$ cat src/rtl/mem_load_pkg.sv
// Shared definitions for the load-return path: load-op encodings, FSM states,
// and the alignment rule used to raise the address-error-on-load flag.
// No ports; imported by mem_load_unit and load_extend.
package mem_load_pkg;

    // Width of the load-op encoding as issued by decode.
    localparam int OP_W = 3;

    // Load-op encodings. Anything not listed here is formatted as LW.
    localparam logic [OP_W-1:0] LB  = 3'd0;
    localparam logic [OP_W-1:0] LBU = 3'd1;
    localparam logic [OP_W-1:0] LH  = 3'd2;
    localparam logic [OP_W-1:0] LHU = 3'd3;
    localparam logic [OP_W-1:0] LW  = 3'd4;

    // IDLE: nothing in flight. DATA: result formatted from the live SRAM read
    // bus. HOLD: result formatted from the captured buffer (write-back stalled).
    typedef enum logic [1:0] {
        ST_IDLE = 2'd0,
        ST_DATA = 2'd1,
        ST_HOLD = 2'd2
    } state_e;

    // Halfwords must sit on a 2-byte boundary, words on a 4-byte boundary.
    function automatic logic is_misaligned(input logic       is_half,
                                           input logic       is_word,
                                           input logic [1:0] addr_lo);
        return (is_half & addr_lo[0]) | (is_word & (addr_lo != 2'b00));
    endfunction

endpackage

$ cat src/rtl/load_extend.sv
// Purpose: select byte/halfword/word from a raw little-endian read word, then sign/zero-extend.
// Latency: purely combinational, zero cycles.
// Backpressure: none; no handshake, output follows inputs.
// Ports: raw_i (32b read word), op_i (load op), addr_lo_i (byte offset),
//        data_o (formatted data, 0 on misalignment), adel_o (misaligned flag).
module load_extend
    import mem_load_pkg::*;
#(
    parameter int LOAD_OP_W = OP_W
) (
    input  logic [31:0]          raw_i,
    input  logic [LOAD_OP_W-1:0] op_i,
    input  logic [1:0]           addr_lo_i,
    output logic [31:0]          data_o,
    output logic                 adel_o
);

    logic        is_lb, is_lbu, is_lh, is_lhu, is_half, is_word;
    logic [7:0]  byte_sel;
    logic [15:0] half_sel;
    logic [31:0] fmt;

    assign is_lb   = (op_i == LOAD_OP_W'(LB));
    assign is_lbu  = (op_i == LOAD_OP_W'(LBU));
    assign is_lh   = (op_i == LOAD_OP_W'(LH));
    assign is_lhu  = (op_i == LOAD_OP_W'(LHU));
    assign is_half = is_lh | is_lhu;
    // Every unrecognised encoding behaves as LW, including for alignment.
    assign is_word = ~(is_lb | is_lbu | is_half);

    always_comb begin
        byte_sel = raw_i[7:0];
        case (addr_lo_i)
            2'd0:    byte_sel = raw_i[7:0];
            2'd1:    byte_sel = raw_i[15:8];
            2'd2:    byte_sel = raw_i[23:16];
            default: byte_sel = raw_i[31:24];
        endcase
    end

    assign half_sel = addr_lo_i[1] ? raw_i[31:16] : raw_i[15:0];

    always_comb begin
        fmt = raw_i;
        if (is_lb)       fmt = {{24{byte_sel[7]}}, byte_sel};
        else if (is_lbu) fmt = {24'h0, byte_sel};
        else if (is_lh)  fmt = {{16{half_sel[15]}}, half_sel};
        else if (is_lhu) fmt = {16'h0, half_sel};
    end

    assign adel_o = is_misaligned(is_half, is_word, addr_lo_i);
    assign data_o = adel_o ? 32'h0 : fmt;

endmodule

$ cat src/rtl/mem_load_unit.sv
// Purpose: capture, align and extend the SRAM read word for a load and hand it to write-back.
// Latency: 1 cycle from descriptor accept to out_valid; 1 load/cycle sustained.
// Backpressure: out_ready low parks the raw word in a buffer (HOLD) and drops in_ready.
// Ports: in_* load descriptor (valid/ready), flush kills in-flight load,
//        sram_rdata read word (valid the cycle after request), out_* result (valid/ready).
module mem_load_unit
    import mem_load_pkg::*;
#(
    parameter int LOAD_OP_W = OP_W,
    parameter int DEST_W    = 5
) (
    input  logic                 clk,
    input  logic                 resetn,
    input  logic                 in_valid,
    output logic                 in_ready,
    input  logic [LOAD_OP_W-1:0] in_load_op,
    input  logic [1:0]           in_addr_lo,
    input  logic [DEST_W-1:0]    in_dest,
    input  logic                 flush,
    input  logic [31:0]          sram_rdata,
    output logic                 out_valid,
    input  logic                 out_ready,
    output logic [31:0]          out_data,
    output logic [DEST_W-1:0]    out_dest,
    output logic                 out_adel
);

    state_e                state_q, state_d;
    logic [LOAD_OP_W-1:0]  op_q;
    logic [1:0]            addr_q;
    logic [DEST_W-1:0]     dest_q;
    logic [31:0]           buf_q;

    logic                  accept;
    logic                  buf_en;
    logic [31:0]           raw;
    logic [31:0]           ext_data;
    logic                  ext_adel;

    // Any retiring result frees the slot, so a new load can chain in the same cycle.
    assign in_ready = (state_q == ST_IDLE) | out_ready;
    assign accept   = in_valid & in_ready & ~flush;

    // The SRAM read bus is only good for one cycle; capture it when write-back
    // does not take the result in DATA.
    assign buf_en   = (state_q == ST_DATA) & ~out_ready;

    always_comb begin
        state_d = state_q;
        case (state_q)
            ST_IDLE: state_d = accept ? ST_DATA : ST_IDLE;
            ST_DATA: begin
                if (out_ready) state_d = accept ? ST_DATA : ST_IDLE;
                else           state_d = ST_HOLD;
            end
            ST_HOLD: begin
                if (out_ready) state_d = accept ? ST_DATA : ST_IDLE;
                else           state_d = ST_HOLD;
            end
            default: state_d = ST_IDLE;
        endcase
        if (flush) state_d = ST_IDLE;
    end

    always_ff @(posedge clk or negedge resetn) begin
        if (!resetn) begin
            state_q <= ST_IDLE;
            op_q    <= '0;
            addr_q  <= '0;
            dest_q  <= '0;
            buf_q   <= '0;
        end else begin
            state_q <= state_d;
            if (accept) begin
                op_q   <= in_load_op;
                addr_q <= in_addr_lo;
                dest_q <= in_dest;
            end
            if (buf_en) buf_q <= sram_rdata;
        end
    end

    assign raw = (state_q == ST_HOLD) ? buf_q : sram_rdata;

    load_extend #(
        .LOAD_OP_W (LOAD_OP_W)
    ) u_extend (
        .raw_i     (raw),
        .op_i      (op_q),
        .addr_lo_i (addr_q),
        .data_o    (ext_data),
        .adel_o    (ext_adel)
    );

    // Outputs are squashed to zero whenever no result is presented.
    assign out_valid = (state_q != ST_IDLE);
    assign out_adel  = out_valid & ext_adel;
    assign out_data  = out_valid ? ext_data : 32'h0;
    assign out_dest  = out_valid ? dest_q : '0;

endmodule

$ cat config.mk
export PLATFORM = sky130hd
export DESIGN_NAME = mem_load_unit
export DESIGN_NICKNAME = d
export VERILOG_FILES = /design/src/rtl/mem_load_pkg.sv /design/src/rtl/load_extend.sv /design/src/rtl/mem_load_unit.sv
export SDC_FILE = /design/constraint.sdc
export NUM_CORES = 1
export LEC_CHECK = 0
export ABC_AREA = 1
export CORE_UTILIZATION = 50
export CTS_CLUSTER_SIZE = 40
export DETAILED_ROUTE_END_ITERATION = 12
export PLACE_DENSITY = 0.93
export SLEW_MARGIN = 0
export SYNTH_ARGS = -nofsm -noshare
export SYNTH_HDL_FRONTEND = slang
export SYNTH_HIERARCHICAL = 1
export SYNTH_SLANG_ARGS = --single-unit
$ cat constraint.sdc
create_clock -name clk -period 3.7 [get_ports clk]
set_clock_uncertainty 0.2 [all_clocks]
set_input_delay 1.11 -clock clk [delete_from_list [all_inputs] [get_ports clk]]
set_output_delay 1.11 -clock clk [all_outputs]
set_load 0.05 [all_outputs]
==> metrics.yaml, run 1 <==
yosys:
  synth_area_leaders: "dfrtp_1 32%, nand2_1 15%, inv_1 11%"
  syn_area_per_cell_um2: 5.995
  syn_inst: 579
  synthAdderAreaFrac_pct: 1.442
  syn-num-nets: 630
  ys_types: 20
  yosysSeqAreaShare_pct: 31.72
  synth_seq_cells: 44
  yosysTopAreaCellShare_pct: 31.72
  synth_xor_area_share_pct: 0
  yosysTopAreaCell: "dfrtp_1"
  synth_top_family_by_area: "simple AND/OR/NAND/NOR gates"
  ys.warnings.count: 6
  synth_compound_area_share_pct: 14.06
  syn_area_um2: 3471
  synthMuxAreaShare_pct: 0
  synthSimpleGateAreaFrac_pct: 35.51
timing:
  worst_endpoint_kind: "top-level output"
  grt_worst_setup_endpoint: "out_data[26]"
floorplanning:
  ioPinCount: 87
  die_h_um: 85.32
  dieWidth_um: 85.32
  rows: 29
  initial_utilization_pct: 53.14
clock_tree:
  cts_made_buffers: 5
  htreeDepth: 2
  clock_sinks: 44
  clockRootBuffer: "clkbuf_8"
  cts_max_path_buffers: 2
status:
  status: "stopped before the end"
  error: "[ERROR DPL-0038] Utilization greater than 100%, impossible to legalize"
  stop_stage: "global routing"
place:
  place_area_um2: 4927
  post-place-cells: 744
  place_congestion: 0.8580
  dp_hpwl_um: 7464
  io_buffers: 86
grt:
  grt_max_degree: 65
## synthesized netlist by cell type
cell	n
nand2_1	137
inv_1	103
nor2_1	102
o21ai_0	59
dfrtp_1	44
o21ai_1	36
buf_2	23
nand3_1	23
nor2_2	10
nand2_2	8
nor3_1	8
inv_2	7
ha_1	4
buf_4	3
buf_6	3
nand2_4	3
nor2_4	3
a21oi_1	1
buf_8	1
o21bai_1	1
## timing repair
action / CTS
gates cloned: 4
buffers inserted: 109
resized for setup: 194
hold buffers: 0
setup endpoints to repair: 32
pin swaps: 104
## per-stage QoR
step	TNS, ns	setup slack (ns)
global placement	-14.17	-0.5016
detailed placement	-14.81	-0.5567
floorplan	-0.07087	-0.07087
CTS	-1.584	-0.09134
## logic make-up after synthesis
| family | after synthesis |
|---|---|
| simple gates | 294 |
| buf+inv | 140 |
| flops | 44 |
| fa+ha+maj | 4 |
| compound gates | 97 |
==> inputs of run 2 (changes only) <==
--- a/config.mk
+++ b/config.mk
@@ -6,10 +6,9 @@
 export NUM_CORES = 1
 export LEC_CHECK = 0
 export ABC_AREA = 1
-export CORE_UTILIZATION = 50
-export CTS_CLUSTER_SIZE = 40
+export CORE_UTILIZATION = 40
 export DETAILED_ROUTE_END_ITERATION = 12
-export PLACE_DENSITY = 0.93
+export PLACE_DENSITY_LB_ADDON = 0.15
 export SLEW_MARGIN = 0
 export SYNTH_ARGS = -nofsm -noshare
 export SYNTH_HDL_FRONTEND = slang
==> run 2 against run 1 <==
Net effect:
- the flow now finishes, with violations (negative setup slack)
- synthesized area unchanged
- synthesized cell count unchanged
==> metrics.yaml, run 2 <==
yosys:
  syn_area_um2: 3471  # unchanged
  async_flop_share_pct: 100.0  # unchanged
  ys_types: 20  # unchanged
  synth-main-ff-cell: "dfrtp_1"
  synth.top_cells.by_count: "137 x nand2_1, 103 x inv_1, 102 x nor2_1"
  synth_area_leaders: "dfrtp_1 32%, nand2_1 15%, inv_1 11%"
  synth-edff-count: 0  # unchanged
  yosysTopAreaCell: "dfrtp_1"
  synth_seq_cells: 44  # unchanged
  ys.warnings.count: 6  # unchanged
  yosysMostFrequentCell: "nand2_1"
  yosysSeqAreaShare_pct: 31.72  # unchanged
  yosysTopAreaCellShare_pct: 31.72  # unchanged
  syn_inst: 579  # unchanged
  syn-num-nets: 630  # unchanged
  syn_area_per_cell_um2: 5.995  # unchanged
critical_path:
  worst-setup-path-type: "in2out"
  crit_path_end_kind: "primary output"
  cp-start-kind: "input port"
  worstPathArrival_ns: 2.53
  critPathMaxFanout: 6
  critical_path_required_ns: 2.39
pwr:
  ir_worst_vdd_mv: 0.2297
  p_leak_nw: 3.123
  pwr_density_cell_nw_per_um2: 403.2
timing:
  setup_slack_ns: -0.1378
  grt_setup_unrepaired: "true"
  setup_viol: 25
  tightestPinTransition_ns: 1.096
  hold_viol_final: 0
  period_minus_slack_ns: 3.838
  maxSlewHeadroom_pct: 26.96
  min_period_over_period_pct: 103.7
  fmax_mhz: 260.6
  setup_tns_ns: -2.607
  slew_viol_final: 0
detailed_routing:
  drc: 0
  dr.pass1.iters: 5
  routed_wl_um: 13210
  ant_nets: 0
  vias: 4317
  wl_per_cell_um: 15.25
  vias_per_cell: 4.985
  drtIter0Drc: 259
layout:
  final_common_cell: "nand2_1"
  syn2layout_area_growth_pct: 84.82
  registers.top_by_ff_count: "buf_q"
  fin_area_um2: 6415
  fin_util_pct: 77.30
  final_cell_mix: "131 x nand2_1, 107 x buf_4, 64 x nor2_4"
  largest_register_ffs: 32
  antenna_cells: 0
  drive_above_1_share_pct: 47.17
  nFillCells: 598
  reg.largest.list: "buf_q x32, dest_q x5, op_q x3"
  final_nets: 812
floorplanning:
  core_um2: 8299
  rows: 33  # +14%
  die_area_um2: 9054
  initial_utilization_pct: 41.82  # -11 points
  die_h_um: 95.15  # +12%
  ioPinCount: 87  # unchanged
  dieWidth_um: 95.15  # +12%
place:
  dp_hpwl_um: 7419  # -0.61%
  place_congestion: 0.8252  # -3.8%
  io_buffers: 86  # unchanged
  place_area_um2: 4967  # +0.81%
clock_tree:
  clk_pin_slew_ns: 0.08
  cts_tree: "done"
  cts_made_buffers: 5  # unchanged
  clkLatencyLatePin_ns: 0.29
  htreeDepth: 2  # unchanged
  cts_max_path_buffers: 2  # unchanged
  clock_sinks: 44  # unchanged
  clockRootBuffer: "clkbuf_8"
grt:
  grt_pass1_wl_um: 19850
  grt_max_degree: 65
  antenna_found_initial: 0
  overflow: 0
  grt_usage_pct: 28.37
  first_global_vias: 4203
status:
  status: "complete, but fails checks"
  violations: "negative setup slack"
job:
  drv_cap: 0
worst_hold_path:
  hold_class: "reg2reg"
run 2: cell counts after synthesis:
Identical to the previous run, type by type.
run 2: report_power, final:
part	total (mW)	switching (mW)	internal, mW
Clock	0.310	0.182	0.129
Combinational	1.61	0.972	0.635
Sequential	0.670	0.0824	0.588
run 2: logic make-up after synthesis:
logic type      Yosys count  share of synthesized area, %
buf+inv                 140                         17.27
flops                    44                         31.72
fa+ha+maj                 4                         1.442
compound gates           97                         14.06
simple gates            294                         35.51
run 2: worst max-delay path, cell delays in order:
cell and delay (ns):
buf_6 0.07, inv_2 0.04, o21ai_2 0.14, buf_6 0.13, nand2_2 0.06, nand2_2 0.08
nand2_2 0.06, nand2_4 0.08, nand2_4 0.07, nand2_8 0.15, nand2_8 0.11, nor2_1 0.11
inv_1 0.07, nor2_4 0.11, buf_12 0.14
run 2: what timing repair did:
action                                  4_1_cts  5_1_grt
resized for setup                           198       96
pin swaps                                   128       63
hold buffers                                  0        0
hold endpoints to repair                      0        0
buffers inserted                             78        2
endpoints found under the setup margin       32       33
cloned                                        5        0
run 2: path summary, 6_finish.rpt:
kind                                      from     endpoint  slack [ns]  depth (start not counted)
worst min-delay path                 dest_q[4]    dest_q[4]        0.28                          2
min in group asynchronous               resetn    buf_q[26]        0.78                          1
max in group asynchronous               resetn      op_q[2]        1.73                          1
worst max-delay path            sram_rdata[23]  out_data[9]       -0.14                         15
worst min register to register       dest_q[4]    dest_q[4]        0.28                          2
worst max register to register      state_q[1]      op_q[0]        1.46                          8
run 2: metal layers:
| layer | vias to the layer above | wire length (µm) | global-route usage, % |
|---|---|---|---|
| met5 | - | 0 | 0 |
| met3 | 32 | 495 | 3.190 |
| met4 | 0 | 384 | 7.576 |
| met2 | 140 | 6770 | 51.90 |
| met1 | 2041 | 5555 | 34.89 |
| li1 | 2104 | - | - |
run 2: area by class of cell:
| class | count | area (µm²) | share of cell area, % |
|---|---|---|---|
| well taps | 105 | 131.4 | 2.048 |
| multi-input cells | 399 | 2639 | 41.14 |
| repair buffers | 201 | 2046 | 31.89 |
| flip-flops and latches | 44 | 1102 | 17.18 |
| inverters | 110 | 415.4 | 6.476 |
| clock buffers | 5 | 68.82 | 1.073 |
| clock inverters | 2 | 12.51 | 0.1950 |
run 2: per-stage QoR:
step	setup WS [ns]	instances	power (mW)	hold slack (ns)
CTS	-0.1276	865	2.388	0.2819
global route	-0.2071	866	2.740	0.3034
global placement	-0.5370	776	1.783	0.2547
floorplan	-0.07087	579	1.429	0.2419
detailed placement	-0.5493	776	1.797	0.2614
finish	-0.1378	866	2.587	0.2780
Power figures use the tool's default switching activity.
==> inputs of run 3 (changes only) <==
--- a/config.mk
+++ b/config.mk
@@ -8,7 +8,8 @@
 export ABC_AREA = 1
 export CORE_UTILIZATION = 40
 export DETAILED_ROUTE_END_ITERATION = 12
-export PLACE_DENSITY_LB_ADDON = 0.15
+export PLACE_DENSITY_LB_ADDON = 0.2
+export REMOVE_ABC_BUFFERS = 1
 export SLEW_MARGIN = 0
 export SYNTH_ARGS = -nofsm -noshare
 export SYNTH_HDL_FRONTEND = slang
==> run 3 against run 2 <==
Net effect:
- the run still ends with negative setup slack left
- global-route usage fell by 1.5 points
- hold slack improved by 0.0051 ns
- final cell count fell by 2.5%
- worst setup slack improved by 0.058 ns
- routed wire length fell by 3.3%
- combinational power fell by 7%
- sequential share of layout area rose by 0.91 points
- clock-buffer cell count rose by 2
- via count rose by 1.0%
- largest power group unchanged
==> metrics.yaml, run 3 (same netlist as run 2, synthesis figures left out) <==
detailed_routing:
  met3RoutedLength_um: 983  # +99%
  met2_length_um: 6267  # -7.4%
  drtIter0Drc: 477  # +84%
  drc: 0  # unchanged
  dr.pass1.iters: 6  # +1
  vias: 4360  # +1.0%
  wl_per_cell_um: 15.13  # -0.77%
  highest_layer: "met4"
  ant_nets: 0  # unchanged
  wl_met1_um: 5063  # -8.9%
  routed_wl_um: 12770  # -3.3%
  vias_per_cell: 5.166  # +3.6%
floorplanning:
  dieWidth_um: 95.15  # unchanged
  core_um2: 8299  # unchanged
  die_area_um2: 9054  # unchanged
  die_h_um: 95.15  # unchanged
  ioPinCount: 87  # unchanged
  initial_utilization_pct: 41.82  # unchanged
  rows: 33  # unchanged
timing:
  min_period_over_period_pct: 102.2  # -1.6 points
  slew_viol_final: 0  # unchanged
  maxSlewHeadroom_pct: 29.40  # +2.4 points
  grt_setup_unrepaired: "true"
  hold_ws_ns: 0.2830  # +0.005069 ns
  period_minus_slack_ns: 3.780  # -0.05828 ns
  hold_viol_final: 0  # unchanged
  setup_slack_ns: -0.07956  # +0.05828 ns
  tightestPinTransition_ns: 1.059  # -0.03665 ns
  fmax_mhz: 264.6  # +1.5%
  setup_viol: 22  # -12%
layout:
  finalNonFillerCells: 844  # -2.5%
  final_nets: 789  # -2.8%
  syn2layout_area_growth_pct: 75.56
  fin_util_pct: 73.42  # -3.9 points
  registers.top_by_ff_count: "buf_q"
  fin_area_um2: 6093  # -5.0%
  drive_above_1_share_pct: 43.30  # -3.9 points
  largest_register_ffs: 32  # unchanged
  final_cell_mix: "133 x nand2_1, 90 x buf_4, 59 x inv_1"
  nFillCells: 598  # unchanged
  final_common_cell: "nand2_1"
  antenna_cells: 0  # unchanged
  reg.largest.list: "buf_q x32, dest_q x5, op_q x3"
critical_path:
  crit_path_top_delay_cell: "o21ai_2"
  crit_path_end_kind: "primary output"
  worstPathArrival_ns: 2.47  # -0.06 ns
  cp-start-kind: "input port"
  worst-setup-path-type: "in2out"
  max_stage_delay_ns: 0.15  # about the same
  cp_top_family: "simple AND/OR/NAND/NOR gates"
  critPathMaxFanout: 6  # unchanged
  critical_path_required_ns: 2.39  # about the same
  timing.critical_path.cells: "buf_6 > inv_4 > o21ai_2 > inv_2 > nand2_4 > nand2_2 > nand2_2 > nand2_4 > nand2_8 > nand2_8 > nor2_2 > inv_1 > nor2_2 > buf_12"
  worst-path-buf-inv: 5  # unchanged
worst_hold_path:
  hold_class: "reg2reg"
clock_tree:
  htreeDepth: 2  # unchanged
  cts_tree: "done"
  cts_made_buffers: 5  # unchanged
  cts_max_path_buffers: 2  # unchanged
  clock_sinks: 44  # unchanged
  clkLatencyLatePin_ns: 0.29  # about the same
  clk_pin_slew_ns: 0.09  # about the same
  clockRootBuffer: "clkbuf_8"
place:
  post-place-cells: 770  # -0.77%
  dp_hpwl_um: 6782  # -8.6%
  io_buffers: 86  # unchanged
  place_congestion: 0.8434  # +2.2%
  place_area_um2: 4825  # -2.9%
grt:
  grt_max_degree: 45  # -31%
  grt_pass1_wl_um: 18830  # -5.1%
  overflow: 0  # unchanged
  first_global_vias: 3891  # -7.4%
  grt_usage_pct: 26.83  # -1.5 points
  antenna_found_initial: 0  # unchanged
status:
  status: "complete, but fails checks"
  violations: "negative setup slack"
pwr:
  ir_worst_vdd_mv: 0.2016  # -12%
  pwr_density_cell_nw_per_um2: 411.0  # +1.9%
  p_leak_nw: 2.985  # -4.4%
job:
  drv_cap: 0  # unchanged
-- run 3: repair_timing --
item	4_1_cts	5_1_grt
gates cloned	5	0
setup buffers	63	2
resized for setup	170	119
setup endpoints to repair	32	36
hold buffers	0	0
pin swaps	78	50
-- run 3: final timing paths --
check | from | to | slack, ns | depth (start not counted)
worst max-delay path | sram_rdata[15] | out_data[18] | -0.08 | 14
worst min-delay path | dest_q[3] | dest_q[3] | 0.28 | 2
worst max register to register | state_q[1] | op_q[2] | 1.29 | 9
worst min register to register | dest_q[3] | dest_q[3] | 0.28 | 2
max in group asynchronous | resetn | op_q[2] | 1.77 | 1
min in group asynchronous | resetn | buf_q[29] | 0.81 | 1
-- run 3: final cells by class --
type,instances,area (µm²),area share [%]
timing repair buffer,178,1898,31.15
inverter,110,420.4,6.899
tap,105,131.4,2.156
clock inverter,1,7.507,0.1232
clock buffer,7,86.33,1.417
sequential,44,1102,18.09
multi-input combinational,399,2447,40.16
-- run 3: report_power, final --
part | leakage, nW | switching (mW) | internal, mW | total, mW
clock network | 0.0445 | 0.176 | 0.152 | 0.329
logic | 2.39 | 0.918 | 0.585 | 1.50
registers | 0.550 | 0.0847 | 0.588 | 0.672
total | 2.99 | 1.18 | 1.32 | 2.50
-- run 3: per-stage QoR --
step           worst slack, ns  power (mW)  setup TNS [ns]
3_3_place_gp           -0.5773       1.708          -16.01
2_1_floorplan          -0.6292       1.307          -17.76
4_1_cts               -0.03320       2.259        -0.05514
6_report              -0.07956       2.504         -0.6718
3_5_place_dp           -0.6718       1.726          -17.99
5_1_grt                -0.1364       2.639          -1.667
-- run 3: tightest hold or removal path, cell delays in order, from the launching register on --
cell	delay, ns
dfrtp_1	0.35
nand2_1	0.05
nand2_1	0.05
-- run 3: per-layer routing --
| metal | vias to the layer above | GRT usage [%] |
|---|---|---|
| li1 | 2072 | - |
| met1 | 1984 | 35.31 |
| met2 | 247 | 45.65 |
| met3 | 57 | 3.270 |
| met4 | 0 | 8.207 |
| met5 | - | 0 |
==> inputs of run 4 (changes only) <==
--- a/config.mk
+++ b/config.mk
@@ -8,6 +8,7 @@
 export ABC_AREA = 1
 export CORE_UTILIZATION = 40
 export DETAILED_ROUTE_END_ITERATION = 12
+export DONT_BUFFER_PORTS = 1
 export PLACE_DENSITY_LB_ADDON = 0.2
 export REMOVE_ABC_BUFFERS = 1
 export SLEW_MARGIN = 0
==> run 4 against run 3 <==
Net effect:
- the flow now finishes without violations
- first-iteration DRC count decreased by 46%
- sequential cell count unchanged
- register-to-register slack got worse by 0.12 ns
- sequential power decreased by 1%
- critical path depth decreased by 1
- core utilization decreased by 20 points
- via count decreased by 20%
- highest routed layer unchanged
==> metrics.yaml, run 4 (same netlist as run 2, synthesis figures left out) <==
pwr:
  ir_worst_vdd_mv: 0.1862  # -7.6%
  p_leak_nw: 2.318  # -22%
  pwr_density_cell_nw_per_um2: 465.1  # +13%
clock_tree:
  clockRootBuffer: "clkbuf_8"
  cts_max_path_buffers: 2  # unchanged
  cts_tree: "done"
  htreeDepth: 2  # unchanged
  cts_made_buffers: 5  # unchanged
  clkLatencyLatePin_ns: 0.30  # about the same
  cts_hold_buf: 0  # unchanged
  clock_sinks: 44  # unchanged
  clk_pin_slew_ns: 0.08  # about the same
layout:
  registers.top_by_ff_count: "buf_q"
  antenna_cells: 0  # unchanged
  reg.largest.list: "buf_q x32, dest_q x5, op_q x3"
  final_cell_mix: "134 x nand2_1, 97 x inv_1, 71 x nor2_1"
  drive_above_1_share_pct: 23.95  # -19 points
  final_nets: 672  # -15%
  final_common_cell: "nand2_1"
  largest_register_ffs: 32  # unchanged
  syn2layout_area_growth_pct: 26.93
  nFillCells: 822  # +37%
  fin_area_um2: 4405  # -28%
  fin_util_pct: 53.08  # -20 points
critical_path:
  worst-setup-path-type: "in2out"
  worstPathArrival_ns: 2.36  # -0.11 ns
  crit_path_end_kind: "primary output"
  critical_path_required_ns: 2.39  # about the same
  critPathMaxFanout: 6  # unchanged
  cp-start-kind: "input port"
grt:
  grt_max_degree: 65  # +44%
  first_global_vias: 2975  # -24%
  overflow: 0  # unchanged
  grt_pass1_wl_um: 14550  # -23%
  grt_usage_pct: 20.63  # -6.2 points
  antenna_found_initial: 0  # unchanged
timing:
  fmax_mhz: 272.3  # +2.9%
  hold_ws_ns: 0.2751  # -0.007972 ns
  setup_viol: 0  # -100%
  grt_setup_unrepaired: "true"
  period_minus_slack_ns: 3.672  # -0.1075 ns
  slew_viol_final: 0  # unchanged
  hold_viol_final: 0  # unchanged
  maxSlewHeadroom_pct: 23.14  # -6.3 points
  tightestPinTransition_ns: 1.149  # +0.08984 ns
  min_period_over_period_pct: 99.24  # -2.9 points
floorplanning:
  core_um2: 8299  # unchanged
  rows: 33  # unchanged
  initial_utilization_pct: 41.82  # unchanged
  die_h_um: 95.15  # unchanged
  ioPinCount: 87  # unchanged
  dieWidth_um: 95.15  # unchanged
  die_area_um2: 9054  # unchanged
place:
  dp_hpwl_um: 6364  # -6.2%
  io_buffers: 0  # -100%
  place_congestion: 0.8373  # -0.72%
  place_area_um2: 3814  # -21%
detailed_routing:
  dr.pass1.iters: 4  # -2
  wl_per_cell_um: 13.15  # -13%
  vias_per_cell: 4.825  # -6.6%
  vias: 3508  # -20%
  drc: 0  # unchanged
  routed_wl_um: 9559  # -25%
  ant_nets: 0  # unchanged
  drtIter0Drc: 257  # -46%
job:
  drv_cap: 0  # unchanged
status:
  status: "finished clean"
worst_hold_path:
  hold_class: "reg2reg"
## run 4: changes by cell type in the layout (fill, tap and decap cells not counted), sizes merged
cell           delta
clkdlybuf4s50    -20
bufbuf            -1
buf              -76
clkinvlp          -1
dlygate4sd2      -19
clkbuf            +2
clkdlybuf4s15     -2
## run 4: metrics by stage
step | setup TNS [ns] | power (mW) | worst slack, ns | std cells
floorplan | -17.76 | 1.307 | -0.6292 | 549
global placement | -1.044 | 1.515 | -0.09140 | 705
detailed placement | -2.612 | 1.531 | -0.1436 | 705
CTS | 0 | 1.871 | 0.01342 | 715
global route | -1.730 | 2.198 | -0.1397 | 727
finish | 0 | 2.049 | 0.02799 | 727
## run 4: final cells by class
| type | instances | area [µm²] | area share [%] |
|---|---|---|---|
| multi-input cells | 399 | 2064 | 46.86 |
| flip-flops and latches | 44 | 1102 | 25.02 |
| repair buffers | 61 | 604.3 | 13.72 |
| inverters | 110 | 412.9 | 9.372 |
| well taps | 105 | 131.4 | 2.982 |
| clock buffers | 8 | 90.09 | 2.045 |
## run 4: what timing repair did
action,4_1_cts,5_1_grt
gates cloned,1,4
setup buffers,1,8
gates resized for setup,8,107
pin swaps,1,13
endpoints found under the setup margin,28,31
## run 4: per-layer routing
| metal | vias to the layer above | wire length [µm] | global-route usage [%] |
|---|---|---|---|
| met5 | - | 0 | 0 |
| met4 | 0 | 110 | 5.051 |
| met3 | 9 | 668 | 2.472 |
| met2 | 121 | 4245 | 31.25 |
| met1 | 1544 | 4535 | 30.92 |
| li1 | 1834 | - | - |
## run 4: power breakdown
group	total, mW	switching, mW	internal, mW	leakage (nW)
combinational	1.07	0.706	0.361	1.72
clock	0.319	0.167	0.153	0.0455
sequential	0.663	0.0754	0.588	0.550
## run 4: path summary, 6_finish.rpt
check                                     from            to  slack [ns]  depth (start not counted)
worst max-delay path            sram_rdata[15]  out_data[24]        0.03                         13
worst min-delay path                 dest_q[3]     dest_q[3]        0.28                          2
worst max register to register      state_q[0]       op_q[2]        1.17                          9
worst min register to register       dest_q[3]     dest_q[3]        0.28                          2
max in group asynchronous               resetn       op_q[2]        2.88                          0
min in group asynchronous               resetn     buf_q[22]        0.29                          0
## run 4: critical path: stages
cell and delay (ns):
inv_1 0.03, o21ai_1 0.11, inv_1 0.09, nand2_4 0.09, nand2_2 0.06, nand2_2 0.09
nand2_4 0.07, nand2_8 0.12, nand2_4 0.12, nor2_2 0.13, inv_1 0.04, nor2_1 0.13
buf_6 0.18
